[src/rtl/bp_be_stride_detector.sv]
// Reference-prediction table for committed loads: learns a per-PC constant stride and, once
// confident, hands one prefetch request to the BE prefetch generator over valid/ready.
module bp_be_stride_detector #(
    parameter int unsigned vaddr_width_p     = 39,
    parameter int unsigned dpath_width_gp    = 64,
    parameter int unsigned entries_p         = 16,
    parameter int unsigned tag_width_p       = 10,
    parameter int unsigned stride_width_p    = 8,
    parameter int unsigned loop_range_p      = 8,
    parameter int unsigned conf_width_p      = 2,
    parameter int unsigned conf_threshold_p  = 2,
    parameter int unsigned prefetch_degree_p = 4
) (
    input  logic                      clk_i,
    input  logic                      reset_n_i,
    input  logic                      flush_i,
    input  logic                      ld_v_i,
    input  logic [vaddr_width_p-1:0]  ld_pc_i,
    input  logic [dpath_width_gp-1:0] ld_eff_addr_i,
    output logic                      v_o,
    input  logic                      ready_and_i,
    output logic [vaddr_width_p-1:0]  pc_o,
    output logic [dpath_width_gp-1:0] eff_addr_o,
    output logic [stride_width_p-1:0] stride_o,
    output logic [loop_range_p-1:0]   loop_counter_o,
    output logic                      drop_o
);

    localparam int unsigned IdxW = $clog2(entries_p);
    localparam int unsigned DW   = dpath_width_gp;
    localparam int unsigned SW   = stride_width_p;
    localparam logic [conf_width_p-1:0] ConfThr = conf_width_p'(conf_threshold_p);
    localparam logic [loop_range_p-1:0] Degree  = loop_range_p'(prefetch_degree_p);

    // Reset asserts asynchronously but is released in step with the clock.
    logic [1:0] rst_sync_q;
    logic       rst_n;

    always_ff @(posedge clk_i or negedge reset_n_i) begin
        if (!reset_n_i) rst_sync_q <= '0;
        else            rst_sync_q <= {rst_sync_q[0], 1'b1};
    end
    assign rst_n = rst_sync_q[1];

    logic [entries_p-1:0]    valid_q;
    logic [tag_width_p-1:0]  tag_q    [entries_p];
    logic [DW-1:0]           last_q   [entries_p];
    logic [SW-1:0]           stride_q [entries_p];
    logic [conf_width_p-1:0] conf_q   [entries_p];
    logic [loop_range_p-1:0] cool_q   [entries_p];

    logic [IdxW-1:0]         idx;
    logic [tag_width_p-1:0]  tag;
    logic                    hit, fits, match;
    logic [DW-1:0]           diff, diff_sext;
    logic [conf_width_p-1:0] conf_inc, new_conf;
    logic [SW-1:0]           new_stride;
    logic [loop_range_p-1:0] new_cool;
    logic                    want_trig, out_free, load_out, drop_d;
    logic                    unused_pc;

    assign idx = ld_pc_i[1 +: IdxW];
    assign tag = ld_pc_i[1+IdxW +: tag_width_p];
    assign unused_pc = ^{ld_pc_i[0], ld_pc_i[vaddr_width_p-1:1+IdxW+tag_width_p]};

    assign hit       = valid_q[idx] && (tag_q[idx] == tag);
    assign diff      = ld_eff_addr_i - last_q[idx];
    assign diff_sext = {{(DW-SW){diff[SW-1]}}, diff[SW-1:0]};
    assign fits      = (diff == diff_sext) && (diff != '0);
    assign match     = hit && fits && (diff[SW-1:0] == stride_q[idx]);
    assign conf_inc  = (conf_q[idx] == '1) ? conf_q[idx] : conf_q[idx] + 1'b1;

    assign want_trig = ld_v_i && !flush_i && match && (cool_q[idx] == '0) && (conf_inc >= ConfThr);
    assign out_free  = !v_o || ready_and_i;
    assign load_out  = want_trig && out_free;
    assign drop_d    = want_trig && !out_free;

    always_comb begin
        new_stride = stride_q[idx];
        new_conf   = conf_q[idx];
        new_cool   = cool_q[idx];
        if (!hit) begin
            new_stride = '0;
            new_conf   = '0;
            new_cool   = '0;
        end else if (match) begin
            new_conf = conf_inc;
            if (cool_q[idx] != '0) new_cool = cool_q[idx] - 1'b1;
            else if (load_out)     new_cool = Degree;
        end else begin
            new_stride = fits ? diff[SW-1:0] : '0;
            new_conf   = '0;
            new_cool   = '0;
        end
    end

    always_ff @(posedge clk_i or negedge rst_n) begin
        if (!rst_n) begin
            valid_q <= '0;
            for (int unsigned k = 0; k < entries_p; k++) begin
                tag_q[k]    <= '0;
                last_q[k]   <= '0;
                stride_q[k] <= '0;
                conf_q[k]   <= '0;
                cool_q[k]   <= '0;
            end
        end else if (flush_i) begin
            valid_q <= '0;
        end else if (ld_v_i) begin
            valid_q[idx]  <= 1'b1;
            tag_q[idx]    <= tag;
            last_q[idx]   <= ld_eff_addr_i;
            stride_q[idx] <= new_stride;
            conf_q[idx]   <= new_conf;
            cool_q[idx]   <= new_cool;
        end
    end

    // Output register: refills in the same cycle it is accepted, so back-to-back has no bubble.
    always_ff @(posedge clk_i or negedge rst_n) begin
        if (!rst_n) begin
            v_o        <= 1'b0;
            pc_o       <= '0;
            eff_addr_o <= '0;
            stride_o   <= '0;
            drop_o     <= 1'b0;
        end else if (flush_i) begin
            v_o    <= 1'b0;
            drop_o <= 1'b0;
        end else begin
            drop_o <= drop_d;
            if (load_out) begin
                v_o        <= 1'b1;
                pc_o       <= ld_pc_i;
                eff_addr_o <= ld_eff_addr_i;
                stride_o   <= diff[SW-1:0];
            end else if (ready_and_i) begin
                v_o <= 1'b0;
            end
        end
    end

    assign loop_counter_o = v_o ? Degree : '0;

endmodule

[config.mk]
export PLATFORM = sky130hd
export DESIGN_NAME = bp_be_stride_detector
export DESIGN_NICKNAME = d
export VERILOG_FILES = /design/src/rtl/bp_be_stride_detector.sv
export SDC_FILE = /design/constraint.sdc
export NUM_CORES = 2
export LEC_CHECK = 0
export BUFFER_PORTS_ARGS = -buffer_cell sky130_fd_sc_hd__buf_4
export CAP_MARGIN = 30
export CORE_MARGIN = 2
export CORE_UTILIZATION = 30
export CTS_CLUSTER_SIZE = 20
export DETAILED_ROUTE_END_ITERATION = 16
export GPL_TIMING_DRIVEN = 0
export PLACE_DENSITY_LB_ADDON = 0.05
export SKIP_LAST_GASP = 1
export SYNTH_ARGS = -nofsm -noshare
export SYNTH_HDL_FRONTEND = slang
export SYNTH_SLANG_ARGS = --single-unit
[constraint.sdc]
create_clock -name clk_i -period 100 [get_ports clk_i]
set_input_delay 0 -clock clk_i [delete_from_list [all_inputs] [get_ports clk_i]]
set_output_delay 0 -clock clk_i [all_outputs]
set_load 0.02 [all_outputs]
* After elaboration in Yosys (flattened, before gate mapping) *
Cells that the tools add are included.

storage, ports and cells
  register bits after elaboration = 1,603
  bits of input ports = 108
  output and inout bits = 121

cells by class
  add/subtract/negate cells = 3
  $lt $le $gt $ge = 5
  equality and inequality tests = 4
  multiplexer cells = 49
  bitwise gates (word level) = 3
  reductions and logical operators = 23

operators by type and width
  kind                 number
  $bwmux W1024         1
  $bmux W64 S4         1
  $bwmux W128          2
  $demux W64 S4        1
  $mux W64             3
  $bwmux W160          1
  $mux W8              12
  $bmux W8 S4          2
  $reduce_bool A64 Y1  1
  $sub A64 B64 Y64     1
  $eq A56 B56 Y1       1
  $bmux W10 S4         1
  $demux W10 S4        1
  $bwmux W32           1
  $demux W8 S4         1
  $mux W16             2
  $mux W10             3
  $or A16 B16 Y16      1
  $logic_and A1 B1 Y1  12
  $mux W2              6
  $eq A10 B10 Y1       1
  $bmux W2 S4          1
  $demux W2 S4         1
  $eq A8 B8 Y1         1
  21 further kinds     29

* Depth between registers and ports, before layout *
  depth after elaboration = 18
  gate-level depth with buffers = 30

* Worst setup path after synthesis *
Ideal clock, no wire load.

  path type = input to register
  from = in ld_pc_i[1]
  to = reg eff_addr_o[6]
  setup time = 0.128 ns
  data arrival time = 7.768 ns
  required time = 99.872 ns
  setup slack = 92.104 ns
  stages = 29
  cells stage by stage = buf_4 > buf_6 > buf_6 > buf_6 > buf_4 > buf_2 > buf_2 > clkbuf_1 > clkbuf_1 > buf_1 > mux4_2 > mux4_2 > inv_1 > ha_1 > buf_2 > and4_1 > and2_1 > a221oi_1 > o21ai_0 > o2111a_1 > or3_1 > a211oi_1 > nand4b_1 > or4_1 > o311a_1 > nand3_1 > buf_4 > buf_6 > mux2_1

on the way
  longest elaborated chain between the ends = 14
  elaborated cells between the ends (all ways) = 37

RTL lines
  what                                                          RTL line  RTL
  start: declaration                                            18        input logic [vaddr_width_p-1:0] ld_pc_i,
  $not A4 Y5 (not written as such)                              --
  $bmux W64 S4                                                  67        assign diff = ld_eff_addr_i - last_q[idx];
  $mux W64 (not written as such) (2 in series)                  67
  $sub A64 B64 Y64                                              67
  $eq A56 B56 Y1 / $reduce_bool A64 Y1 (equally long branches)  69        assign fits = (diff == diff_sext) && (diff != '0);
  $logic_and A1 B1 Y1                                           69
  $logic_and A1 B1 Y1 (2 in series)                             70        assign match = hit && fits && (diff[SW-1:0] == stride_q[idx]);
  $logic_and A1 B1 Y1 (2 in series)                             73        assign want_trig = ld_v_i && !flush_i && match && (cool_q[idx] == '0) && (conf_inc >= ConfThr);
  $logic_and A1 B1 Y1 (*)                                       73
  $logic_and A1 B1 Y1 (*)                                       75        assign load_out = want_trig && out_free;
  $reduce_and A2 Y1 (no line) (*)                               --
  end signal: assignment                                        135       eff_addr_o <= ld_eff_addr_i;
  end: declaration                                              23        output logic [dpath_width_gp-1:0] eff_addr_o,

Every way passes the cells marked *; elsewhere a longest branch is shown, timed or not. The select of a mux whose other input is x is not followed.
A chain may end at the register's enable or synchronous reset.

* Final worst setup path *
  from = in ld_pc_i[2]
  to = reg eff_addr_o[31]

Same word-level chain as after synthesis.

==> impl_metrics.env <==
export IMPL_outcome="finished clean"
export IMPL_placed_area_um2=85800
export IMPL_drc=0
export IMPL_place_congestion=0.8974
export IMPL_cts_made_buffers=200
export IMPL_start_kind="input port"
export IMPL_crit_type="in2reg"
export IMPL_vias=62374
export IMPL_tns_ns=0
export IMPL_ir_drop_v=0.00001439
export IMPL_crit_arrival_ns=13.59
export IMPL_rsz0062_at_grt="false"
export IMPL_fin_worst_skew_ns=0.08011
export IMPL_core_area_um2=257200
export IMPL_dieArea_um2=263000
export IMPL_cp_max_fo=10
export IMPL_vias_per_cell=5.127
export IMPL_syn_to_final_growth_pct=20.67
export IMPL_track_usage=0.2463
export IMPL_synth_area_um2=77670
export IMPL_die_width_um=512.8
export IMPL_yosysSeqAreaShare=0.5165
export IMPL_worst_pin_slew_ns=1.078
export IMPL_grt_pass1_wl_mm=469.3
export IMPL_cts_tree="done"
export IMPL_fp_dieH_um=512.8
export IMPL_cp_common_cell="buf_2"
export IMPL_ys_warn_count=0
export IMPL_cts_buffer_depth=4
export IMPL_num_rows=186
export IMPL_numClockSinks=1603
export IMPL_wl_per_cell_um=26.84
export IMPL_final_net_count=8791
export IMPL_slew_viol_final=0
export IMPL_hold_class="in2reg"
export IMPL_clockRootBuffer="clkbuf_16"
export IMPL_crit_path_top_delay_cell="buf_1"
export IMPL_drt_iter0_markers=5802
export IMPL_cp_required_ns=100.73
export IMPL_place_hpwl_mm=241.2
export IMPL_synth_ff_type="dfrtp_1"
export IMPL_drive_gt1_frac=0.1562
export IMPL_max_stage_delay_ns=0.81
export IMPL_yosysUniqueCellTypes=89
export IMPL_endpoint_kind="flip-flop"
export IMPL_synthCells=7952
export IMPL_fin_crit_sh=0.1286
export IMPL_initial_utilization=0.3020
export IMPL_firstDrtPassIters=6
export IMPL_max_slew_margin=0.2814
export IMPL_power_leakage_nw=44.83
export IMPL_htree_levels=4
export IMPL_ioPinCount=229
export IMPL_synth_seq_cells=1603
export IMPL_critPathBufInv=17
export IMPL_fmax_mhz=77.76
export IMPL_syn_area_per_cell_um2=9.767
export IMPL_cts_reportedPaths_clkPinSlew_ns=0.06
export IMPL_hold_viol=0
export IMPL_min_period_ns=12.86
export IMPL_synth_edf_count=0
export IMPL_grt_ovfl_total=0
export IMPL_fillers=25940
export IMPL_synth_async_reset_ratio=1.000
export IMPL_antenna_found_initial=45
export IMPL_routed_wl_mm=326.6
export IMPL_power_density_nw_per_um2=20.40
export IMPL_grt_pass1_vias=62838
export IMPL_drv_cap=0
export IMPL_grt_start_max_net_pins=66
export IMPL_stdcell_area_um2=93720
export IMPL_whs_ns=0.09784
export IMPL_critPathTopFamily="buffers and inverters"
export IMPL_setup_viol=0
export IMPL_insertion_delay_ns=0.90
export IMPL_port_buffer_count=208
export IMPL_drt_antenna_violating_nets=0
kinds of logic (layout without fill, tap and decap cells):
kind of cell	Yosys count	in the layout	synth area share
AO/OA/AOI/OAI	730	730	0.05896
XOR/XNOR	72	72	0.008119
adder cells (fa/ha/maj)	67	67	0.01089
buffers and inverters	764	1572	0.04108
flip-flops	1603	1603	0.5165
multiplexers	648	648	0.1595
other	2	24	0.00009669
AND/OR/NAND/NOR	4066	4066	0.2049
synthesized netlist by cell type (7+ instances only):
| cell | count | area [µm²] |
|---|---|---|
| mux4_2 | 454 | 10220 |
| clkbuf_2 | 61 | 305.3 |
| a211oi_1 | 16 | 120.1 |
| and4_1 | 10 | 87.58 |
| xnor2_1 | 44 | 385.4 |
| o21bai_1 | 9 | 67.56 |
| nor2_1 | 103 | 386.6 |
| o31ai_1 | 105 | 788.3 |
| ha_1 | 66 | 825.8 |
| mux2_2 | 95 | 1070 |
| mux2i_1 | 15 | 150.1 |
| a21oi_1 | 106 | 530.5 |
| nand4_1 | 45 | 281.5 |
| buf_4 | 12 | 90.09 |
| clkbuf_1 | 498 | 1869 |
| a221oi_1 | 13 | 113.9 |
| xor2_1 | 28 | 245.2 |
| nor4_1 | 18 | 112.6 |
| a22o_1 | 7 | 61.31 |
| o211ai_1 | 17 | 127.6 |
| dfrtp_1 | 1603 | 40110 |
| a21o_1 | 18 | 135.1 |
| buf_1 | 41 | 153.9 |
| o21a_1 | 15 | 112.6 |
| buf_6 | 22 | 247.7 |
| nand3_1 | 37 | 185.2 |
| and3_1 | 11 | 68.82 |
| inv_1 | 101 | 379.1 |
| nand2_1 | 3704 | 13900 |
| o2111ai_1 | 14 | 122.6 |
| buf_2 | 29 | 145.1 |
| nor3_1 | 46 | 230.2 |
| a22oi_1 | 8 | 60.06 |
| or3_1 | 18 | 112.6 |
| nor2b_1 | 8 | 50.05 |
| nand2b_1 | 14 | 87.58 |
| and2_1 | 14 | 87.58 |
| o21ai_0 | 319 | 1597 |
| mux2_1 | 84 | 945.9 |
stage by stage:
stage	total power, mW	std cells	util	setup slack [ns]
detailed placement	1.185	11660	0.3336	86.55
finish	1.912	12166	0.3645	87.14
floorplan	1.044	7958	-	52.01
global placement	1.177	11550	0.3247	27.97
global route	2.005	12153	0.3643	87.00
CTS	1.931	12146	0.3641	87.41
worst reg2reg max path: cells and delay by family, from the launching register on:
family / cells / cell delay [ns]
muxes: 3 / 1.35
buffers and inverters: 2 / 0.86
and+or+nand+nor: 4 / 1.70
AOI/OAI and AO/OA: 6 / 2.54
DFF: 1 / 0.38
xor gates and xnor gates: 1 / 0.55
adders and majority gates: 2 / 0.81
final cells by class:
type | count | area (µm²) | share of cell area
sequential | 1603 | 40120 | 0.4280
multi-input combinational | 5591 | 34490 | 0.3680
clock buffer | 301 | 5907 | 0.06303
timing repair buffer | 456 | 5112 | 0.05455
tap | 3384 | 4234 | 0.04518
buffer | 663 | 2860 | 0.03052
clock inverter | 51 | 581.8 | 0.006208
inverter | 101 | 379.1 | 0.004045
antenna | 16 | 40.04 | 0.0004272
report_power, final:
| part | switching (mW) | internal [mW] |
|---|---|---|
| Combinational | 0.243 | 0.153 |
| Clock | 0.302 | 0.430 |
| Sequential | 0.0463 | 0.738 |
path summary, 6_finish.rpt:
check	from	endpoint	slack, ns	cells after the start
worst max-delay path	ld_pc_i[2]	eff_addr_o[31]	87.14	32
worst min-delay path	ld_pc_i[12]	tag_q[47]	0.1	4
worst max register to register	last_q[768]	eff_addr_o[31]	91.69	18
worst min register to register	rst_sync_q[1]	last_q[202]	0.32	0
max in group asynchronous	rst_sync_q[1]	pc_o[15]	96.70	7
min in group asynchronous	rst_sync_q[1]	last_q[202]	0.32	0
state kept, by name, summed over array words and instances, names as in the netlist:
register    cells
rst_sync_q      2
v_o             1
eff_addr_o     64
stride_q      128
valid_q        16
conf_q         32
stride_o        8
pc_o           39
drop_o          1
tag_q         160
cool_q        128
last_q       1024
layer usage:
metal  part of all wire  routed length (µm)  global-route usage  up-vias
li1                   -                   -                   -    27887
met5            0.00021                  67                   0        -
met4              0.033               10890             0.07947       10
met1               0.46              149100              0.3541    32142
met3              0.058               18990             0.03629      439
met2               0.45              147500              0.3802     1896
cells in the final DEF, fill, tap and decap left out, types with 30 or more instances in the layout:
cell type and instances:
buf_1 35, buf_16 43, ha_1 66, nand4_1 45, mux4_2 454, clkbuf_16 202, clkbuf_8 48, mux2_2 95
buf_2 36, dlygate4sd3_1 134, buf_8 52, nor3_1 43, buf_4 224, o21ai_0 319, a21oi_1 106, o31ai_1 104
nand2_1 3704, nand3_1 37, clkbuf_2 94, inv_1 101, xnor2_1 44, dfrtp_1 1602, mux2_1 84, buf_6 30
clkinv_2 32, clkbuf_1 516, nor2_1 91
what timing repair did:
action,4_1_cts,5_1_grt
buffers inserted,0,0
hold buffers,134,0
endpoints found under the hold margin,1217,0
gates resized for setup,0,0
No activity file was read; power rests on OpenSTA's default activity.
